**src/rtl/sound_cmd_master_if.sv**
```systemverilog
// Bus bundle between the sound command master and its environment
// (main-CPU I/O decode, ROM loader, sound board).
interface sound_cmd_master_if #(
    parameter int unsigned FIFO_DEPTH = 8
) ();
    localparam int unsigned CW = $clog2(FIFO_DEPTH) + 1;

    logic          CMD_WR;
    logic [7:0]    CMD_DATA;
    logic [CW-1:0] FIFO_COUNT;
    logic          FIFO_FULL;
    logic          OVERFLOW;
    logic          LATCH_BUSY;
    logic          SND;
    logic [7:0]    IO_A;
    logic [7:0]    IO_DIN;
    logic          UPLOAD_START;
    logic [23:0]   UPLOAD_SRC;
    logic [15:0]   UPLOAD_DST;
    logic [16:0]   UPLOAD_LEN;
    logic [23:0]   ROM_ADDR;
    logic          ROM_RD;
    logic [7:0]    ROM_DATA;
    logic          ROM_VALID;
    logic          BRQ;
    logic [19:0]   A;
    logic [15:0]   DOUT;
    logic [1:0]    BYTE_SEL;
    logic          MWR;
    logic          SDBEN;
    logic          UPLOAD_BUSY;
    logic          UPLOAD_DONE;

    modport master (
        input  CMD_WR, CMD_DATA, LATCH_BUSY, UPLOAD_START, UPLOAD_SRC, UPLOAD_DST,
               UPLOAD_LEN, ROM_DATA, ROM_VALID,
        output FIFO_COUNT, FIFO_FULL, OVERFLOW, SND, IO_A, IO_DIN, ROM_ADDR, ROM_RD,
               BRQ, A, DOUT, BYTE_SEL, MWR, SDBEN, UPLOAD_BUSY, UPLOAD_DONE
    );

    modport slave (
        output CMD_WR, CMD_DATA, LATCH_BUSY, UPLOAD_START, UPLOAD_SRC, UPLOAD_DST,
               UPLOAD_LEN, ROM_DATA, ROM_VALID,
        input  FIFO_COUNT, FIFO_FULL, OVERFLOW, SND, IO_A, IO_DIN, ROM_ADDR, ROM_RD,
               BRQ, A, DOUT, BYTE_SEL, MWR, SDBEN, UPLOAD_BUSY, UPLOAD_DONE
    );
endinterface

```
**src/rtl/sound_cmd_master.sv**
```systemverilog
// Main-CPU side initiator for the sound board: paced command-latch delivery
// from a FIFO, plus a BRQ-held ROM-to-sound-RAM upload engine.
module sound_cmd_master #(
    parameter int unsigned FIFO_DEPTH = 8,
    parameter int unsigned BRQ_SETTLE = 4,
    parameter int unsigned ACK_BLANK  = 2
) (
    input  logic               CLK_32M,
    input  logic               RESET,
    sound_cmd_master_if.master bus
);
    localparam int unsigned PW = $clog2(FIFO_DEPTH);
    localparam int unsigned CW = PW + 1;
    localparam int unsigned TW = 8;

    typedef enum logic [2:0] {
        IDLE, CMD_SEND, CMD_WAIT, UP_REQ, UP_FETCH, UP_WRITE, UP_END
    } state_e;

    state_e        state_q, state_d;
    logic [TW-1:0] cnt_q, cnt_d;
    logic [23:0]   src_q, src_d;
    logic [15:0]   dst_q, dst_d;
    logic [16:0]   rem_q, rem_d;

    logic          snd_q, snd_d;
    logic [7:0]    io_din_q, io_din_d;
    logic          rom_rd_q, rom_rd_d;
    logic [23:0]   rom_addr_q, rom_addr_d;
    logic          brq_q, brq_d;
    logic          busy_q, busy_d;
    logic          done_q, done_d;
    logic          mwr_q, mwr_d;
    logic          sdben_q, sdben_d;
    logic [19:0]   a_q, a_d;
    logic [15:0]   dout_q, dout_d;
    logic [1:0]    bsel_q, bsel_d;

    logic [7:0]    fifo_mem [FIFO_DEPTH];
    logic [PW-1:0] wr_ptr_q, wr_ptr_d, rd_ptr_q, rd_ptr_d;
    logic [CW-1:0] count_q, count_d;
    logic          full_q, full_d;
    logic          overflow_q, overflow_d;
    logic          push, pop;

    // FIFO bookkeeping; the head is popped during the SND cycle
    always_comb begin
        push       = bus.CMD_WR && !full_q;
        pop        = (state_q == CMD_SEND);
        wr_ptr_d   = push ? wr_ptr_q + PW'(1) : wr_ptr_q;
        rd_ptr_d   = pop ? rd_ptr_q + PW'(1) : rd_ptr_q;
        count_d    = count_q + CW'(push) - CW'(pop);
        full_d     = (count_d == CW'(FIFO_DEPTH));
        overflow_d = overflow_q | (bus.CMD_WR & full_q);
    end

    always_ff @(posedge CLK_32M) begin
        if (push) fifo_mem[wr_ptr_q] <= bus.CMD_DATA;
    end

    // Next state; outputs are computed for the state being entered and registered
    always_comb begin
        state_d    = state_q;
        cnt_d      = cnt_q;
        src_d      = src_q;
        dst_d      = dst_q;
        rem_d      = rem_q;
        snd_d      = 1'b0;
        io_din_d   = io_din_q;
        rom_rd_d   = 1'b0;
        rom_addr_d = rom_addr_q;
        brq_d      = brq_q;
        busy_d     = busy_q;
        done_d     = 1'b0;
        mwr_d      = 1'b0;
        sdben_d    = 1'b0;
        a_d        = a_q;
        dout_d     = dout_q;
        bsel_d     = bsel_q;

        case (state_q)
            IDLE: begin
                if (bus.UPLOAD_START) begin
                    if (bus.UPLOAD_LEN == 17'd0) begin
                        done_d = 1'b1;
                    end else begin
                        src_d   = bus.UPLOAD_SRC;
                        dst_d   = bus.UPLOAD_DST;
                        rem_d   = bus.UPLOAD_LEN;
                        cnt_d   = '0;
                        brq_d   = 1'b1;
                        busy_d  = 1'b1;
                        state_d = UP_REQ;
                    end
                end else if (count_q != '0 && !bus.LATCH_BUSY) begin
                    snd_d    = 1'b1;
                    io_din_d = fifo_mem[rd_ptr_q];
                    state_d  = CMD_SEND;
                end
            end
            CMD_SEND: begin
                cnt_d   = '0;
                state_d = CMD_WAIT;
            end
            CMD_WAIT: begin
                // ignore LATCH_BUSY until the sound board's feedback can have arrived
                if (cnt_q < TW'(ACK_BLANK)) begin
                    cnt_d = cnt_q + TW'(1);
                end else if (!bus.LATCH_BUSY) begin
                    state_d = IDLE;
                end
            end
            UP_REQ: begin
                if (cnt_q >= TW'(BRQ_SETTLE - 1)) begin
                    rom_rd_d   = 1'b1;
                    rom_addr_d = src_q;
                    state_d    = UP_FETCH;
                end else begin
                    cnt_d = cnt_q + TW'(1);
                end
            end
            UP_FETCH: begin
                if (bus.ROM_VALID) begin
                    mwr_d   = 1'b1;
                    sdben_d = 1'b1;
                    a_d     = {4'h0, dst_q};
                    dout_d  = {bus.ROM_DATA, bus.ROM_DATA};
                    bsel_d  = dst_q[0] ? 2'b10 : 2'b01;
                    state_d = UP_WRITE;
                end
            end
            UP_WRITE: begin
                src_d = src_q + 24'd1;
                dst_d = dst_q + 16'd1;
                rem_d = rem_q - 17'd1;
                if (rem_q == 17'd1) begin
                    brq_d   = 1'b0;
                    busy_d  = 1'b0;
                    done_d  = 1'b1;
                    state_d = UP_END;
                end else begin
                    rom_rd_d   = 1'b1;
                    rom_addr_d = src_q + 24'd1;
                    state_d    = UP_FETCH;
                end
            end
            UP_END:  state_d = IDLE;
            default: state_d = IDLE;
        endcase
    end

    always_ff @(posedge CLK_32M) begin
        if (RESET) begin
            state_q    <= IDLE;
            cnt_q      <= '0;
            src_q      <= '0;
            dst_q      <= '0;
            rem_q      <= '0;
            snd_q      <= 1'b0;
            io_din_q   <= '0;
            rom_rd_q   <= 1'b0;
            rom_addr_q <= '0;
            brq_q      <= 1'b0;
            busy_q     <= 1'b0;
            done_q     <= 1'b0;
            mwr_q      <= 1'b0;
            sdben_q    <= 1'b0;
            a_q        <= '0;
            dout_q     <= '0;
            bsel_q     <= '0;
            wr_ptr_q   <= '0;
            rd_ptr_q   <= '0;
            count_q    <= '0;
            full_q     <= 1'b0;
            overflow_q <= 1'b0;
        end else begin
            state_q    <= state_d;
            cnt_q      <= cnt_d;
            src_q      <= src_d;
            dst_q      <= dst_d;
            rem_q      <= rem_d;
            snd_q      <= snd_d;
            io_din_q   <= io_din_d;
            rom_rd_q   <= rom_rd_d;
            rom_addr_q <= rom_addr_d;
            brq_q      <= brq_d;
            busy_q     <= busy_d;
            done_q     <= done_d;
            mwr_q      <= mwr_d;
            sdben_q    <= sdben_d;
            a_q        <= a_d;
            dout_q     <= dout_d;
            bsel_q     <= bsel_d;
            wr_ptr_q   <= wr_ptr_d;
            rd_ptr_q   <= rd_ptr_d;
            count_q    <= count_d;
            full_q     <= full_d;
            overflow_q <= overflow_d;
        end
    end

    assign bus.FIFO_COUNT  = count_q;
    assign bus.FIFO_FULL   = full_q;
    assign bus.OVERFLOW    = overflow_q;
    assign bus.SND         = snd_q;
    assign bus.IO_A        = 8'h00;
    assign bus.IO_DIN      = io_din_q;
    assign bus.ROM_ADDR    = rom_addr_q;
    assign bus.ROM_RD      = rom_rd_q;
    assign bus.BRQ         = brq_q;
    assign bus.A           = a_q;
    assign bus.DOUT        = dout_q;
    assign bus.BYTE_SEL    = bsel_q;
    assign bus.MWR         = mwr_q;
    assign bus.SDBEN       = sdben_q;
    assign bus.UPLOAD_BUSY = busy_q;
    assign bus.UPLOAD_DONE = done_q;
endmodule

```
**src/flat_wrapper.sv**
```systemverilog
// flat-port wrapper written by rule: the top's interface ports become plain ports
module sound_cmd_master_flat 
#(
    parameter int unsigned FIFO_DEPTH = 8,
    parameter int unsigned BRQ_SETTLE = 4,
    parameter int unsigned ACK_BLANK  = 2
)
  (CLK_32M, RESET, bus_CMD_WR, bus_CMD_DATA, bus_LATCH_BUSY, bus_UPLOAD_START, bus_UPLOAD_SRC, bus_UPLOAD_DST, bus_UPLOAD_LEN, bus_ROM_DATA, bus_ROM_VALID, bus_FIFO_COUNT, bus_FIFO_FULL, bus_OVERFLOW, bus_SND, bus_IO_A, bus_IO_DIN, bus_ROM_ADDR, bus_ROM_RD, bus_BRQ, bus_A, bus_DOUT, bus_BYTE_SEL, bus_MWR, bus_SDBEN, bus_UPLOAD_BUSY, bus_UPLOAD_DONE);
  sound_cmd_master_if #(.FIFO_DEPTH(FIFO_DEPTH)) bus_i ();
  input  logic CLK_32M;
  input  logic RESET;
  input wire logic [$bits(bus_i.CMD_WR)-1:0] bus_CMD_WR;
  input wire logic [$bits(bus_i.CMD_DATA)-1:0] bus_CMD_DATA;
  input wire logic [$bits(bus_i.LATCH_BUSY)-1:0] bus_LATCH_BUSY;
  input wire logic [$bits(bus_i.UPLOAD_START)-1:0] bus_UPLOAD_START;
  input wire logic [$bits(bus_i.UPLOAD_SRC)-1:0] bus_UPLOAD_SRC;
  input wire logic [$bits(bus_i.UPLOAD_DST)-1:0] bus_UPLOAD_DST;
  input wire logic [$bits(bus_i.UPLOAD_LEN)-1:0] bus_UPLOAD_LEN;
  input wire logic [$bits(bus_i.ROM_DATA)-1:0] bus_ROM_DATA;
  input wire logic [$bits(bus_i.ROM_VALID)-1:0] bus_ROM_VALID;
  output wire logic [$bits(bus_i.FIFO_COUNT)-1:0] bus_FIFO_COUNT;
  output wire logic [$bits(bus_i.FIFO_FULL)-1:0] bus_FIFO_FULL;
  output wire logic [$bits(bus_i.OVERFLOW)-1:0] bus_OVERFLOW;
  output wire logic [$bits(bus_i.SND)-1:0] bus_SND;
  output wire logic [$bits(bus_i.IO_A)-1:0] bus_IO_A;
  output wire logic [$bits(bus_i.IO_DIN)-1:0] bus_IO_DIN;
  output wire logic [$bits(bus_i.ROM_ADDR)-1:0] bus_ROM_ADDR;
  output wire logic [$bits(bus_i.ROM_RD)-1:0] bus_ROM_RD;
  output wire logic [$bits(bus_i.BRQ)-1:0] bus_BRQ;
  output wire logic [$bits(bus_i.A)-1:0] bus_A;
  output wire logic [$bits(bus_i.DOUT)-1:0] bus_DOUT;
  output wire logic [$bits(bus_i.BYTE_SEL)-1:0] bus_BYTE_SEL;
  output wire logic [$bits(bus_i.MWR)-1:0] bus_MWR;
  output wire logic [$bits(bus_i.SDBEN)-1:0] bus_SDBEN;
  output wire logic [$bits(bus_i.UPLOAD_BUSY)-1:0] bus_UPLOAD_BUSY;
  output wire logic [$bits(bus_i.UPLOAD_DONE)-1:0] bus_UPLOAD_DONE;
  assign bus_i.CMD_WR = bus_CMD_WR;
  assign bus_i.CMD_DATA = bus_CMD_DATA;
  assign bus_i.LATCH_BUSY = bus_LATCH_BUSY;
  assign bus_i.UPLOAD_START = bus_UPLOAD_START;
  assign bus_i.UPLOAD_SRC = bus_UPLOAD_SRC;
  assign bus_i.UPLOAD_DST = bus_UPLOAD_DST;
  assign bus_i.UPLOAD_LEN = bus_UPLOAD_LEN;
  assign bus_i.ROM_DATA = bus_ROM_DATA;
  assign bus_i.ROM_VALID = bus_ROM_VALID;
  assign bus_FIFO_COUNT = bus_i.FIFO_COUNT;
  assign bus_FIFO_FULL = bus_i.FIFO_FULL;
  assign bus_OVERFLOW = bus_i.OVERFLOW;
  assign bus_SND = bus_i.SND;
  assign bus_IO_A = bus_i.IO_A;
  assign bus_IO_DIN = bus_i.IO_DIN;
  assign bus_ROM_ADDR = bus_i.ROM_ADDR;
  assign bus_ROM_RD = bus_i.ROM_RD;
  assign bus_BRQ = bus_i.BRQ;
  assign bus_A = bus_i.A;
  assign bus_DOUT = bus_i.DOUT;
  assign bus_BYTE_SEL = bus_i.BYTE_SEL;
  assign bus_MWR = bus_i.MWR;
  assign bus_SDBEN = bus_i.SDBEN;
  assign bus_UPLOAD_BUSY = bus_i.UPLOAD_BUSY;
  assign bus_UPLOAD_DONE = bus_i.UPLOAD_DONE;
  sound_cmd_master #(.FIFO_DEPTH(FIFO_DEPTH), .BRQ_SETTLE(BRQ_SETTLE), .ACK_BLANK(ACK_BLANK)) u_core (.CLK_32M(CLK_32M), .RESET(RESET), .bus(bus_i));
endmodule
```
**config.mk**
```make
export PLATFORM = sky130hd
export DESIGN_NAME = sound_cmd_master_flat
export DESIGN_NICKNAME = d
export VERILOG_FILES = /design/src/rtl/sound_cmd_master_if.sv /design/src/rtl/sound_cmd_master.sv /design/src/flat_wrapper.sv
export SDC_FILE = /design/constraint.sdc
export NUM_CORES = 1
export LEC_CHECK = 0
export BUFFER_PORTS_ARGS = -buffer_cell sky130_fd_sc_hd__buf_2
export CAP_MARGIN = 10
export CORE_MARGIN = 10
export CORE_UTILIZATION = 55
export DETAILED_ROUTE_END_ITERATION = 16
export GPL_TIMING_DRIVEN = 0
export PLACE_DENSITY_LB_ADDON = 0.12
export SETUP_SLACK_MARGIN = 0.2
export SYNTH_ARGS = -nofsm -noshare
export SYNTH_HDL_FRONTEND = slang
export SYNTH_SLANG_ARGS = --single-unit
```
**constraint.sdc**
```tcl
create_clock -name CLK_32M -period 3.7 [get_ports CLK_32M]
set_clock_uncertainty 0.15 [all_clocks]
set_input_delay 0.37 -clock CLK_32M [delete_from_list [all_inputs] [get_ports CLK_32M]]
set_output_delay 0.37 -clock CLK_32M [all_outputs]
set_load 0.005 [all_outputs]
```
# Word-level counts from Yosys, hierarchy flattened
# Memories as Yosys holds them, arrays and structs flattened. A register that Yosys moved wholly into a read port is not among the register bits.
# Index checks and enable logic that the tools add are counted.
# W data, S select, Z words.
[totals] ff_bits=143 latch_bits=0 ram_bits=64 rom_bits=0 input_bits=79 out_inout_bits=91 elab_cells=115 memories=1
[op_classes] n_addsub=8 multipliers=0 div=0 order_cmp=2 n_eq_ne=19 n_shift=0 mux=42 bitwise=5 reduce_logical=19
[mem_list] name="u_core.fifo_mem" depth=8 word_bits=8 rd=1 rd_ports_with_merged_regs=1 wr=1 line="sound_cmd_master.sv:39" text="logic [7:0] fifo_mem [FIFO_DEPTH];"
[ops] op="$mux W24" count=4
[ops] op="$pmux W24 S2" count=2
[ops] op="$mux W17" count=2
[ops] op="$pmux W17 S2" count=1
[ops] op="$mux W16" count=2
[ops] op="$mux W8" count=4
[ops] op="$pmux W16 S2" count=1
[ops] op="$pmux W8 S4" count=1
[ops] op="$add A24 B1 Y24 const B" count=1
[ops] op="$mux W3" count=7
[ops] op="$pmux W3 S6" count=1
[ops] op="$eq A17 B1 Y1 const B" count=1
[ops] op="$logic_not A17 Y1" count=1
[ops] op="$sub A17 B1 Y17 const B" count=1
[ops] op="$add A16 B1 Y16 const B" count=1
[ops] op="$ne A2 B2 Y1 const B" count=7
[ops] op="$mux W1" count=12
[ops] op="$reduce_and A3 Y1" count=3
[ops] op="$add A8 B1 Y8 const B" count=1
[ops] op="$ge A8 B2 Y1 const B" count=1
[ops] op="$lt A8 B2 Y1 const B" count=1
[ops] op="$reduce_bool A4 Y1" count=2
[ops] op="$add A3 B1 Y3 const B" count=2
[ops] op="$eq A3 B2 Y1 const B" count=2
[ops] op="other kinds (23)" count=34

# Depth between registers and ports, before layout
# Gate-level depths: netlist of the first run.
[depth] ltp_word=5 mapped_depth=12 depth_no_buf=11

# Least setup slack after synthesis of the first run
# Ideal clock, no wire load.
[synth_path] kind="register to register" start="register u_core.state_q[2]" end="register u_core.full_q (netlist: u_core.bus.FIFO_FULL)" setup_time_ps=117 arrival_ps=2101 t_required_ps=3433 slack_ps=1332 path_stages_with_launch=13 n_path_buf=1 synth_period_minus_slack_ps=2368 cell_sequence="dfxtp_1 -> clkbuf_1 -> nor2_1 -> nand2_1 -> inv_1 -> ha_1 -> inv_1 -> ha_1 -> a21o_1 -> a21oi_1 -> xnor2_1 -> nor2_1 -> and4b_1"
[synth_via] elab_chain_cells=3
[synth_lines] item="from (decl)" line="sound_cmd_master.sv:20" text="state_e state_q, state_d;"
[synth_lines] item="from (signal assigned)" line="sound_cmd_master.sv:177" text="state_q <= state_d;"
[synth_lines] item="$eq A3 B1 Y1" line="sound_cmd_master.sv:49" text="pop = (state_q == CMD_SEND);"
[synth_lines] item="$sub A4 B1 Y4" line="sound_cmd_master.sv:52" text="count_d = count_q + CW'(push) - CW'(pop);"
[synth_lines] item="$eq A4 B4 Y1" line="sound_cmd_master.sv:53" text="full_d = (count_d == CW'(FIFO_DEPTH));"
[synth_lines] item="to (signal assigned)" line="sound_cmd_master.sv:197" text="full_q <= full_d;"
[synth_lines] item="to (decl)" line="sound_cmd_master.sv:42" text="logic full_q, full_d;"
# No other way between the ends.
# A chain may end at the register's enable or synchronous reset.

# Final worst setup path of the first run
[layout_path] start="register u_core.src_q[0]" end="register u_core.rom_addr_q[18] (netlist: u_core.bus.ROM_ADDR[18])"
[layout_via] elab_chain_cells=3
[layout_lines] item="from (decl)" line="sound_cmd_master.sv:22" text="logic [23:0] src_q, src_d;"
[layout_lines] item="from (signal assigned)" line="sound_cmd_master.sv:179" text="src_q <= src_d;"
[layout_lines] item="$add A24 B1 Y24" line="sound_cmd_master.sv:143" text="rom_addr_d = src_q + 24'd1;"
[layout_lines] item="$mux W24" line="sound_cmd_master.sv:136" text="if (rem_q == 17'd1) begin"
[layout_lines] item="$pmux W24 S2" line="sound_cmd_master.sv:81" text="case (state_q)"
[layout_lines] item="to (signal assigned)" line="sound_cmd_master.sv:185" text="rom_addr_q <= rom_addr_d;"
[layout_lines] item="to (decl)" line="sound_cmd_master.sv:29" text="logic [23:0] rom_addr_q, rom_addr_d;"
# No other way between the ends. The select of a mux whose other input is x is not followed.

==> impl_summary.log, run 1 <==
INFO  metric slew_violations = 0
INFO  metric share_clk_of_total_power = 34.3%
INFO  metric cts_tree = yes
INFO  metric rows = 48
INFO  metric syn-instance-count = between 1,000 and 1,500
INFO  metric yosysWarnings = 0
INFO  metric crit_slowest_cell = nor3_1
INFO  metric most-common-layout-cells = buf_2 (174), dfxtp_1 (142), nand2_1 (139)
INFO  metric nNetsFinal = between 1,000 and 1,500
INFO  metric cts_repair_resize_count = 0
INFO  metric layout-drive-gt1-share = between 20% and 30%
INFO  metric mean_instance_size_in_the_synthesized_netlist = approximately 9.3 um2
INFO  metric layout-area-overhead-vs-synth = 20.9%
INFO  metric outcome = completed
INFO  metric ctsRootBufferMaster = clkbuf_16
INFO  metric internal_power = roughly 4.6 mW
INFO  metric grt-busiest-layer = met2
INFO  metric grt_max_degree = 15
INFO  metric most_frequent_standard_cell_in_the_layout_excluding_fill_and_tap_cells = buf_2
INFO  metric synth_enable_flop_cells = between 60 and 70
INFO  metric period_needed = about 3 ns
INFO  metric ys_top_cells_by_area = dfxtp_1 (29%), edfxtp_1 (19%), a21oi_1 (6.1%), nand2_1 (5.3%), mux4_2 (3.6%)
INFO  metric die_area = around 0.024 mm2
INFO  metric timing.setup.critical_path_class = reg -> reg
INFO  metric totalPowerFinal = roughly 6.7 mW
INFO  metric maxClockFrequency = 336 MHz
INFO  metric worst-endpoint-required = slightly below 4 ns
INFO  metric postRouteWirelength = roughly 31,000 um
INFO  metric post-synth-top-area-fraction = between 20 and 30%
INFO  metric maxSlewHeadroom = approximately 18%
INFO  metric grt_pass1_wl = roughly 48,000 um
INFO  metric core_area = roughly 0.017 mm2
INFO  metric route.antenna.remaining_nets = 0
INFO  metric yosys_register_bits = ~210
INFO  metric setup_total_negative_slack = 0 ns
INFO  metric dominantRegCellSynth = dfxtp_1
INFO  metric initial_drc_count = 864
INFO  metric cap_viol_max_count = 0
INFO  metric rsz0062_at_grt = no
INFO  metric final_hold_viol_count = 0
INFO  metric powerDensity = between 500 and 600 mW/mm2
INFO  metric die_h = 154 um
INFO  metric synth.yosys.seq_area_share = around half
INFO  metric setup.worst_path.start_class = register
INFO  metric final_min_period_over_clock_period = around 80%
INFO  metric cp_cell_sequence = ha_1 -> nand4_1 -> nor3_1 -> nand3_1 -> xnor2_1 -> a21oi_1
INFO  metric ctsLongestPathBuffers = 3
INFO  metric grt_overflow = 0
INFO  metric power.switching = 2.08 mW
INFO  metric grt_util_met1 = between 20 and 30%
INFO  metric power_leakage = ~4.6 nW
INFO  metric synthesis.area = a little under 0.01 mm2
INFO  metric grt_pass1_vias = just under 9,000
INFO  metric pin_count = 170
INFO  metric slowest_delay = about 1 ns
INFO  metric worstSetupEndpointType = register
INFO  metric postCtsSetupBuffers = 0
INFO  metric worst_slew_pin_slew = between 1 and 1.5 ns
INFO  metric port_buffers = between 150 and 200
INFO  metric final_count_of_negative_setup_slack_endpoints = 0
INFO  metric p_sw_share = a little under a third
INFO  metric detail_route.wl_per_cell = ~20 um
INFO  metric post_cts_hold_buffer_count = 18
INFO  metric synth-async-reset-ratio = 0%
INFO  metric chipWidth = 154 um
INFO  metric grt.total_usage = between 20% and 30%
INFO  metric vias_after_detailed_routing = slightly above 9,000
INFO  metric crit_path_max_fanout = 8
INFO  metric worst_setup_hold_path_clk_slew = 0.06 ns
INFO  metric hold_slack = roughly 0.021 ns
INFO  metric combinationalPowerShare = approximately a quarter
INFO  metric cts_max_level = 1
INFO  metric cts_buffers = 22
INFO  metric place_hpwl = 22,200 um
INFO  metric grt_util_met2 = approximately two fifths
INFO  metric cts_num_sinks = just over 200
INFO  metric timing.critical_path.arrival = between 3 and 4 ns
INFO  metric initial_antenna_violation_count = 1
INFO  metric floorplan.initialDensity = 56.6%
INFO  metric gr-usage-met3 = under 10%
INFO  metric avgViaCountPerCell = about 6
INFO  metric gp_congestion = a little under 1
INFO  metric vdd.ir_drop.worst = approximately 0.48 mV
INFO  metric placedInstanceArea = 0.0110 mm2
INFO  metric clk_latency = 0.51 ns
INFO  metric drt_pass1_iterations = 5
INFO  metric yosysUniqueCellTypes = 73
INFO  metric drc = 0
INFO  metric post_synth_top_area_cell = dfxtp_1
INFO  metric hold_class = in -> reg
INFO  metric summed_area_of_non_filler_cells_in_the_final_layout = 0.0120 mm2
INFO  metric seqPwrFrac = around 41%
-- flip-flops by register name, summed over array words and instances (netlist names), 8 cells and up --
signal / count
u_core.bus.DOUT: 8
u_core.bus.A: 16
u_core.cnt_q: 8
u_core.rem_q: 17
u_core.fifo_mem: 64
u_core.dst_q: 16
u_core.bus.ROM_ADDR: 24
u_core.bus.IO_DIN: 8
u_core.src_q: 24
-- metal layers --
metal | part of all wire, % | wire [um]
met2 | 49 | 15100
met3 | 9.7 | 2990
met5 | 0 | 0
met1 | 38 | 11700
met4 | 3.0 | 936
-- power groups by stage --
stage	Sequential (mW)	Clock, mW	Combinational (mW)
CTS	2.75	2.30	1.60
finish	2.75	2.28	1.62
detailed placement	2.79	0	1.57
global placement	2.79	0	1.54
floorplan	2.75	0	1.10
global route	2.78	2.40	1.78
-- area by class of cell --
| type | instances | area, um2 |
|---|---|---|
| clock buffers | 28 | 614 |
| plain buffers | 98 | 495 |
| diodes | 1 | 2.50 |
| multi-input cells | 749 | 4590 |
| flip-flops and latches | 206 | 4760 |
| well taps | 225 | 282 |
| clock inverters | 11 | 129 |
| fillers | 1413 | 5520 |
| repair buffers | 181 | 998 |
| inverters | 23 | 86.3 |
-- critical path: cells and delay by family (launching register included) --
family / cells / cell delay (ns)
adders and majority gates: 1 / 0.30
AOI/OAI and AO/OA: 1 / 0.10
xor gates and xnor gates: 1 / 0.31
DFF: 1 / 0.48
and+or+nand+nor: 3 / 1.51
-- path summary, 6_finish.rpt --
path | from | to | slack (ns) | depth (start not counted)
worst max-delay path | u_core.src_q[0] | u_core.bus.ROM_ADDR[18] | 0.73 | 6
worst min-delay path | bus_UPLOAD_DST[5] | u_core.dst_q[5] | 0.02 | 3
worst max register to register | u_core.src_q[0] | u_core.bus.ROM_ADDR[18] | 0.73 | 6
worst min register to register | u_core.cnt_q[7] | u_core.cnt_q[7] | 0.30 | 2
-- synth_stat cells (all sizes together), types with 3 or more instances --
cell	n
dfxtp	142
a31oi	8
o32ai	11
nand3	26
o21a	9
nand4	16
nand3b	3
xnor2	10
xor2	15
a21oi	121
and3	4
a22o	6
or4	5
clkbuf	49
nor2	95
a21o	9
a41oi	3
buf	49
mux4	16
or3	8
nor3	31
nor2b	3
and2	8
edfxtp	64
ha	12
nand2b	7
a211oi	29
a32o	5
inv	23
nor3b	9
o21ai	60
nor4	13
a311oi	5
mux2i	10
a41o	3
nand2	139
o31ai	4
-- cell families after synthesis --
logic type      count (synthesis)  synth area share, %
compound gates                296                 19.4
simple gates                  377                 18.0
fa+ha+maj                      13                 1.72
xor+xnor                       25                 2.21
flops                         206                 48.2
buf+inv                       121                 5.88
other cells                     1               0.0379
mux                            26                 4.65
-- stage by stage --
| step | std cells | setup WS [ns] | util [%] |
|---|---|---|---|
| global placement | 1458 | 0.829 | 63.0 |
| finish | 1522 | 0.726 | 68.4 |
| CTS | 1520 | 0.862 | 68.4 |
| detailed placement | 1463 | 0.796 | 63.1 |
| floorplan | 1076 | 1.33 | - |
| global route | 1521 | 0.632 | 68.4 |
Note: power is estimated with default switching activity, not from simulation.
==> inputs of run 2 (changes only) <==
--- a/config.mk
+++ b/config.mk
@@ -5,10 +5,11 @@
 export SDC_FILE = /design/constraint.sdc
 export NUM_CORES = 1
 export LEC_CHECK = 0
+export ABC_AREA = 1
 export BUFFER_PORTS_ARGS = -buffer_cell sky130_fd_sc_hd__buf_2
 export CAP_MARGIN = 10
 export CORE_MARGIN = 10
-export CORE_UTILIZATION = 55
+export CORE_UTILIZATION = 51
 export DETAILED_ROUTE_END_ITERATION = 16
 export GPL_TIMING_DRIVEN = 0
 export PLACE_DENSITY_LB_ADDON = 0.12
==> constraint.sdc (replaced) <==
create_clock -name CLK_32M -period 2.5 [get_ports CLK_32M]
set_clock_uncertainty 0.15 [all_clocks]
set_input_delay 0.25 -clock CLK_32M [delete_from_list [all_inputs] [get_ports CLK_32M]]
set_output_delay 0.25 -clock CLK_32M [all_outputs]
set_load 0.005 [all_outputs]
==> run 2 against run 1 <==
  * Synthesized area increased by 2.5%
  * Final area increased by 6.1%
  * Power increased by 87%
  * Setup slack got worse by 0.55 ns
  * Die area increased by 9.1%
  * Register-to-register slack got worse by 0.55 ns
  * Critical endpoint is now u_core.bus.FIFO_FULL
==> impl_summary.log, run 2 <==
INFO  metric most-common-layout-cells = nand2_1 (304), nor2_1 (242), buf_2 (171)
INFO  metric grt_pass1_wl = a little over 50,000 um
INFO  metric slew_violations = 0
INFO  metric nNetsFinal = between 1,500 and 2,000
INFO  metric ys_top_cells_by_area = dfxtp_1 (28%), edfxtp_1 (19%), nand2_1 (11%), nor2_1 (9.3%), o21ai_0 (7.2%)
INFO  metric hold_slack = between 0.01 and 0.015 ns
INFO  metric layout-drive-gt1-share = approximately 17%
INFO  metric core_area = ~0.020 mm2
INFO  metric powerDensity = slightly below 1000 mW/mm2
INFO  metric syn-instance-count = around 1,400
INFO  metric detail_route.wl_per_cell = 17.1 um
INFO  metric setup.worst_path.start_class = register
INFO  metric yosysWarnings = 0
INFO  metric synth-async-reset-ratio = 0%
INFO  metric synthesis.area = approximately 0.01 mm2
INFO  metric count_of_buffer_and_inverter_cells_on_the_critical_path = 2
INFO  metric rsz0062_at_grt = yes
INFO  metric worst-endpoint-required = around 2.8 ns
INFO  metric timing.critical_path.arrival = between 2 and 3 ns
INFO  metric synth.yosys.seq_area_share = 47.0%
INFO  metric crit_path_max_fanout = 6
INFO  metric reg_to_reg_critical_path_startpoint = u_core.state_q[1]
INFO  metric worst_setup_hold_path_clk_slew = approximately 0.060 ns
INFO  metric initial_antenna_violation_count = 1
INFO  metric ctsLongestPathBuffers = 3
INFO  metric postRouteWirelength = ~33,000 um
INFO  metric post-synth-top-area-fraction = 28.0%
INFO  metric synth_enable_flop_cells = 64
INFO  metric rows = 51
INFO  metric die_area = around 0.026 mm2
INFO  metric multi_input_area = ~0.0046 mm2
INFO  metric period_needed = 2.32 ns
INFO  metric cts_tree = yes
INFO  metric regToRegSetupSlack = 0.18 ns
INFO  metric num-fill-cells = approximately 1,700
INFO  metric worst_hold_path.num_cells = 5
INFO  metric die_h = between 150 and 200 um
INFO  metric layout-area-overhead-vs-synth = 25.2%
INFO  metric final_min_period_over_clock_period = between 90 and 100%
INFO  metric grt_max_degree = 14
INFO  metric min_from = bus_UPLOAD_SRC[0]
INFO  metric final_hold_viol_count = 0
INFO  metric placedInstanceArea = 0.0113 mm2
INFO  metric ctsRootBufferMaster = clkbuf_16
INFO  metric most_frequent_standard_cell_in_the_layout_excluding_fill_and_tap_cells = nand2_1
INFO  metric power_leakage = roughly 5.7 nW
INFO  metric worstSetupEndpointType = register
INFO  metric post_synth_top_area_cell = dfxtp_1
INFO  metric final_core_util = about two thirds
INFO  metric maxClockFrequency = around 430 MHz
INFO  metric grt.total_usage = approximately a quarter
INFO  metric place_hpwl = between 20,000 and 25,000 um
INFO  metric yosysUniqueCellTypes = 41
INFO  metric port_buffers = roughly 160
INFO  metric grt_overflow = 0
INFO  metric vias_after_detailed_routing = between 10,000 and 15,000
INFO  metric critical_path.reg2reg.endpoint = u_core.bus.FIFO_FULL
INFO  metric clk_latency = ~0.53 ns
INFO  metric largest_register = u_core.fifo_mem
INFO  metric maxSlewHeadroom = 38.5%
INFO  metric timing.setup.critical_path_class = reg -> reg
INFO  metric register_area = 0.00477 mm2
INFO  metric mean_instance_size_in_the_synthesized_netlist = ~7.3 um2
INFO  metric cts_max_level = 1
INFO  metric grt_pass1_vias = slightly below 10,000
INFO  metric cts_num_sinks = 206
INFO  metric drt_pass1_iterations = 5
INFO  metric floorplan.initialDensity = between 50% and 60%
INFO  metric dominantRegCellSynth = dfxtp_1
INFO  metric chipWidth = 161 um
INFO  metric hold_class = in -> reg
INFO  metric timing.critical_path.max_delay_family = adder cells
INFO  metric cts_buffers = 23
INFO  metric summed_area_of_non_filler_cells_in_the_final_layout = between 0.01 and 0.015 mm2
INFO  metric gp_congestion = 0.984
INFO  metric cp_cell_sequence = nor3_4 -> ha_1 -> inv_1 -> ha_1 -> inv_1 -> fa_1 -> xor2_1 -> nand3_1 -> nor3_1
INFO  metric avgViaCountPerCell = 5.26
INFO  metric initial_drc_count = between 700 and 800
INFO  metric commonest_cells_in_the_synthesized_netlist = nand2_1 (304), nor2_1 (251), o21ai_0 (145)
INFO  metric final_count_of_negative_setup_slack_endpoints = 0
INFO  metric yosys_register_bits = approximately 210
INFO  metric route.antenna.remaining_nets = 0
INFO  metric outcome = completed
INFO  metric hold_path_end = u_core.src_q[0]
INFO  metric cap_viol_max_count = 0
INFO  metric pin_count = 170
INFO  metric vdd.ir_drop.worst = about 0.67 mV
INFO  metric worst_r2r_path_depth = 9
INFO  metric largest_register_ff_count = 64
INFO  metric worst_slew_pin_slew = roughly 0.92 ns
INFO  metric slowest_delay = approximately 0.41 ns
INFO  metric drc = 0
INFO  metric synth.most_common_cell = nand2_1
INFO  metric crit_slowest_cell = dfxtp_1
==> run 2: timing repair <==
| item | in CTS | in global routing |
|---|---|---|
| resized for setup | 3 | 25 |
| hold endpoints to repair | 120 | 0 |
| endpoints found under the setup margin | 16 | 121 |
| hold buffers | 63 | 0 |
| buffers inserted | 0 | 0 |
==> run 2: final cells by class <==
class                   instances  share of cell area, %
clock buffers                  32                   5.11
plain buffers                  86                   3.70
clock inverters                 8                  0.443
well taps                     265                   2.61
inverters                     106                   3.13
diodes                          1                 0.0197
flip-flops and latches        206                   37.6
multi-input cells             994                   36.3
repair buffers                219                   11.1
==> run 2: logic make-up (layout without fill, tap and decap cells) <==
| group | Yosys count | count (layout) | synth area share, % |
|---|---|---|---|
| and+or+nand+nor | 684 | 684 | 27.6 |
| AOI/OAI and AO/OA | 277 | 277 | 14.5 |
| DFF | 206 | 206 | 47.0 |
| buffers and inverters | 192 | 451 | 8.45 |
| adders and majority gates | 13 | 13 | 1.68 |
| xor gates and xnor gates | 8 | 8 | 0.691 |
| other | 1 | 13 | 0.0370 |
==> run 2: metrics by stage <==
step | setup TNS [ns] | total power [mW] | setup WS (ns) | std cells
after floorplan | 0 | 7.71 | 0.259 | 1392
after global placement | -0.135 | 8.99 | -0.135 | 1813
after detailed placement | -0.196 | 9.09 | -0.164 | 1813
after CTS | 0 | 12.4 | 0.0863 | 1916
after global routing | 0 | 13.3 | 0.0442 | 1917
final | 0 | 12.4 | 0.177 | 1917
==> run 2: how the worst max path moves through the flow <==
stage	startpoint	to	slack [ns]	depth (start not counted)
after floorplan	u_core.state_q[0]	u_core.bus.FIFO_FULL	0.26	10
after global placement	u_core.state_q[0]	u_core.bus.FIFO_FULL	-0.14	10
final	u_core.state_q[1]	u_core.bus.FIFO_FULL	0.18	9
after CTS	u_core.state_q[0]	u_core.bus.FIFO_FULL	0.09	10
after detailed placement	u_core.state_q[0]	u_core.bus.FIFO_FULL	-0.16	10
after global routing	u_core.state_q[1]	u_core.bus.FIFO_FULL	0.04	9
==> run 2: power by group <==
| group | total [mW] | switching [mW] | internal, mW |
|---|---|---|---|
| logic | 4.49 | 2.91 | 1.58 |
| registers | 4.75 | 0.648 | 4.10 |
| clock network | 3.19 | 1.37 | 1.82 |
==> run 2: worst reg2reg max path, cell delays in order, from the launching register on <==
cell and delay (ns):
dfxtp_1 0.41, nor3_4 0.29, ha_1 0.27, inv_1 0.06, ha_1 0.15, inv_1 0.05, fa_1 0.37, xor2_1 0.20
nand3_1 0.09, nor3_1 0.20
==> run 2: layer usage <==
| layer | vias to the layer above | part of all wire, % | wire, um | GRT usage (%) |
|---|---|---|---|---|
| met5 | - | 0 | 0 | 0 |
| met4 | 0 | 2.8 | 920 | 7.36 |
| met3 | 71 | 8.1 | 2650 | 5.72 |
| met2 | 395 | 49 | 16000 | 44.0 |
| met1 | 4596 | 40 | 13200 | 28.1 |
| li1 | 5019 | - | - | - |
==> inputs of run 3 (changes only) <==
--- a/config.mk
+++ b/config.mk
@@ -5,7 +5,6 @@
 export SDC_FILE = /design/constraint.sdc
 export NUM_CORES = 1
 export LEC_CHECK = 0
-export ABC_AREA = 1
 export BUFFER_PORTS_ARGS = -buffer_cell sky130_fd_sc_hd__buf_2
 export CAP_MARGIN = 10
 export CORE_MARGIN = 10
==> run 3 against run 2 <==
  * Sequential share of layout area down 0.27 points
  * Via count down 8.3%
  * Flip-flop and latch count unchanged
  * Final area up 0.78%
  * Non-clock buffer count up 36
  * Final cell count down 15%
  * Die area down 2.1%
  * Routed wire length down 3.8%
  * Register-to-register slack better by 0.04 ns
  * Global-route usage down 0.80 points
  * First-iteration DRC count up 16%
  * Combinational power down 41%
  * Critical endpoint unchanged
==> impl_summary.log, run 3 (synthesized netlist as in run 1, its figures left out) <==
INFO  metric drc = 0
INFO  metric final_min_period_over_clock_period = just over 90%
INFO  metric die_area = 0.0254 mm2
INFO  metric worst_setup_hold_path_clk_slew = ~0.06 ns
INFO  metric clk_latency = ~0.52 ns
INFO  metric worst_r2r_path_depth = 12
INFO  metric crit_path_max_fanout = 10
INFO  metric timing.critical_path.arrival = around 2.6 ns
INFO  metric initial_drc_count = 903
INFO  metric critical_path.startpoint = u_core.state_q[2]
INFO  metric ctsRootBufferMaster = clkbuf_16
INFO  metric critical_path.reg2reg.endpoint = u_core.bus.FIFO_FULL
INFO  metric nNetsFinal = about 1,400
INFO  metric timing.setup.critical_path_class = reg -> reg
INFO  metric rsz0062_at_grt = yes
INFO  metric worstSetupEndpointType = register
INFO  metric num-fill-cells = 1,527
INFO  metric grt_pass1_wl = slightly below 50,000 um
INFO  metric avgViaCountPerCell = between 5 and 6
INFO  metric initial_antenna_violation_count = 2
INFO  metric regToRegSetupSlack = about 0.22 ns
INFO  metric grt_max_degree = 13
INFO  metric port_buffers = approximately 160
INFO  metric grt_overflow = 0
INFO  metric core_area = roughly 0.019 mm2
INFO  metric totalPowerFinal = 9.84 mW
INFO  metric setup.worst_path.start_class = register
INFO  metric largest_register_ff_count = 64
INFO  metric powerDensity = 769 mW/mm2
INFO  metric cap_viol_max_count = 0
INFO  metric pin_count = 170
INFO  metric worstSetupEndpoint = u_core.bus.FIFO_FULL
INFO  metric maxSlewHeadroom = just over 40%
INFO  metric worst_slew_pin_slew = roughly 0.9 ns
INFO  metric route.antenna.remaining_nets = 0
INFO  metric final_count_of_negative_setup_slack_endpoints = 0
INFO  metric layout-drive-gt1-share = about 25%
INFO  metric reg_to_reg_critical_path_startpoint = u_core.state_q[2]
INFO  metric maxClockFrequency = around 440 MHz
INFO  metric cts_buffers = 23
INFO  metric worst-endpoint-required = approximately 2.8 ns
INFO  metric period_needed = ~2.3 ns
INFO  metric power_leakage = around 5.0 nW
INFO  metric vdd.ir_drop.worst = 0.809 mV
INFO  metric postRouteWirelength = 31,500 um
INFO  metric final_hold_viol_count = 0
INFO  metric floorplan.initialDensity = 52.4%
INFO  metric grt.total_usage = a little under a quarter
INFO  metric drt_pass1_iterations = 8
INFO  metric multi_input_area = between 0.004 and 0.005 mm2
INFO  metric detail_route.wl_per_cell = between 15 and 20 um
INFO  metric largest_register = u_core.fifo_mem
INFO  metric grt_pass1_vias = 8,822
INFO  metric gp_congestion = approximately 0.96
INFO  metric ctsLongestPathBuffers = 3
INFO  metric final_core_util = between 60% and 70%
INFO  metric rows = 50
INFO  metric most_frequent_standard_cell_in_the_layout_excluding_fill_and_tap_cells = buf_2
INFO  metric most-common-layout-cells = buf_2 (171), nand2_1 (137), dfxtp_1 (137)
INFO  metric die_h = ~160 um
INFO  metric register_area = 0.00477 mm2
INFO  metric vias_after_detailed_routing = between 9,000 and 10,000
INFO  metric slew_violations = 0
INFO  metric chipWidth = 159 um
INFO  metric layout-area-overhead-vs-synth = 29.3%
INFO  metric hold_class = in -> reg
INFO  metric cts_max_level = 1
INFO  metric cts_num_sinks = about 200
INFO  metric place_hpwl = 22,000 um
INFO  metric outcome = completed
INFO  metric cts_tree = yes
[run 3: cell count changes in the layout (fill, tap and decap cells not counted), moves of 16 or more]
cell      delta
a211oi_1    +16
a21oi_1     +26
buf_4       +20
inv_1       -79
mux4_2      +16
nand2_1    -167
nand3_1     -55
nor2_1     -149
nor3_1      +18
o21ai_0     -86
[run 3: how the worst min path moves through the flow]
stage / from / endpoint / slack (ns) / cells past startpoint
final: bus_UPLOAD_LEN[15] / u_core.rem_q[15] / 0.02 / 4
after global routing: bus_UPLOAD_SRC[23] / u_core.src_q[23] / 0.03 / 3
after CTS: bus_UPLOAD_SRC[23] / u_core.src_q[23] / 0.002 / 3
after detailed placement: u_core.bus.A[6] / u_core.bus.A[6] / 0.29 / 2
after global placement: u_core.cnt_q[7] / u_core.cnt_q[7] / 0.29 / 2
after floorplan: bus_CMD_DATA[0] / u_core.fifo_mem[0][0] / 0.20 / 0
[run 3: layout make-up]
class	instances	share of cell area [%]
sequential	206	37.3
multi-input combinational	749	37.1
timing repair buffer	243	12.5
clock buffer	31	4.89
buffer	98	4.53
tap	260	2.54
inverter	23	0.675
clock inverter	10	0.479
antenna	1	0.0196
[run 3: worst max-delay path, stage by stage (launching register included)]
cell	delay, ns
dfxtp_2	0.35
clkbuf_8	0.17
nor2_4	0.11
nand2_2	0.09
inv_2	0.09
ha_4	0.14
inv_1	0.04
ha_1	0.26
a21o_1	0.19
a21oi_2	0.15
xnor2_1	0.12
nor2_1	0.07
and4b_1	0.24
[run 3: through the flow]
step / setup WS [ns] / cell area (um2) / hold WS (ns) / instances / setup TNS [ns]
after floorplan: 0.209 / 9940 / 0.199 / 1076 / 0
after global placement: -0.332 / 11100 / 0.287 / 1493 / -8.16
after detailed placement: -0.326 / 11100 / 0.294 / 1496 / -8.64
after CTS: 0.105 / 12600 / 0.00168 / 1611 / 0
after global routing: 0.0471 / 12800 / 0.0296 / 1621 / 0
final: 0.218 / 12800 / 0.0176 / 1621 / 0
[run 3: what timing repair did]
| action | CTS | global route |
|---|---|---|
| setup buffers | 6 | 9 |
| hold buffers | 68 | 0 |
| endpoints found under the setup margin | 101 | 122 |
| gates resized for setup | 36 | 60 |
| hold endpoints to repair | 132 | 0 |
| pin swaps | 4 | 10 |
[run 3: per-layer routing]
metal | GRT usage (%) | wire (um) | up-vias
met4 | 6.49 | 949 | 2
li1 | - | - | 4411
met2 | 40.3 | 15200 | 379
met5 | 0 | 13 | -
met1 | 30.3 | 12900 | 4381
met3 | 4.00 | 2420 | 69
[run 3: power breakdown]
part	total [mW]	internal (mW)	switching [mW]
combinational	2.63	1.15	1.48
clock	3.11	1.76	1.35
sequential	4.10	3.79	0.310
total	9.84	6.69	3.15
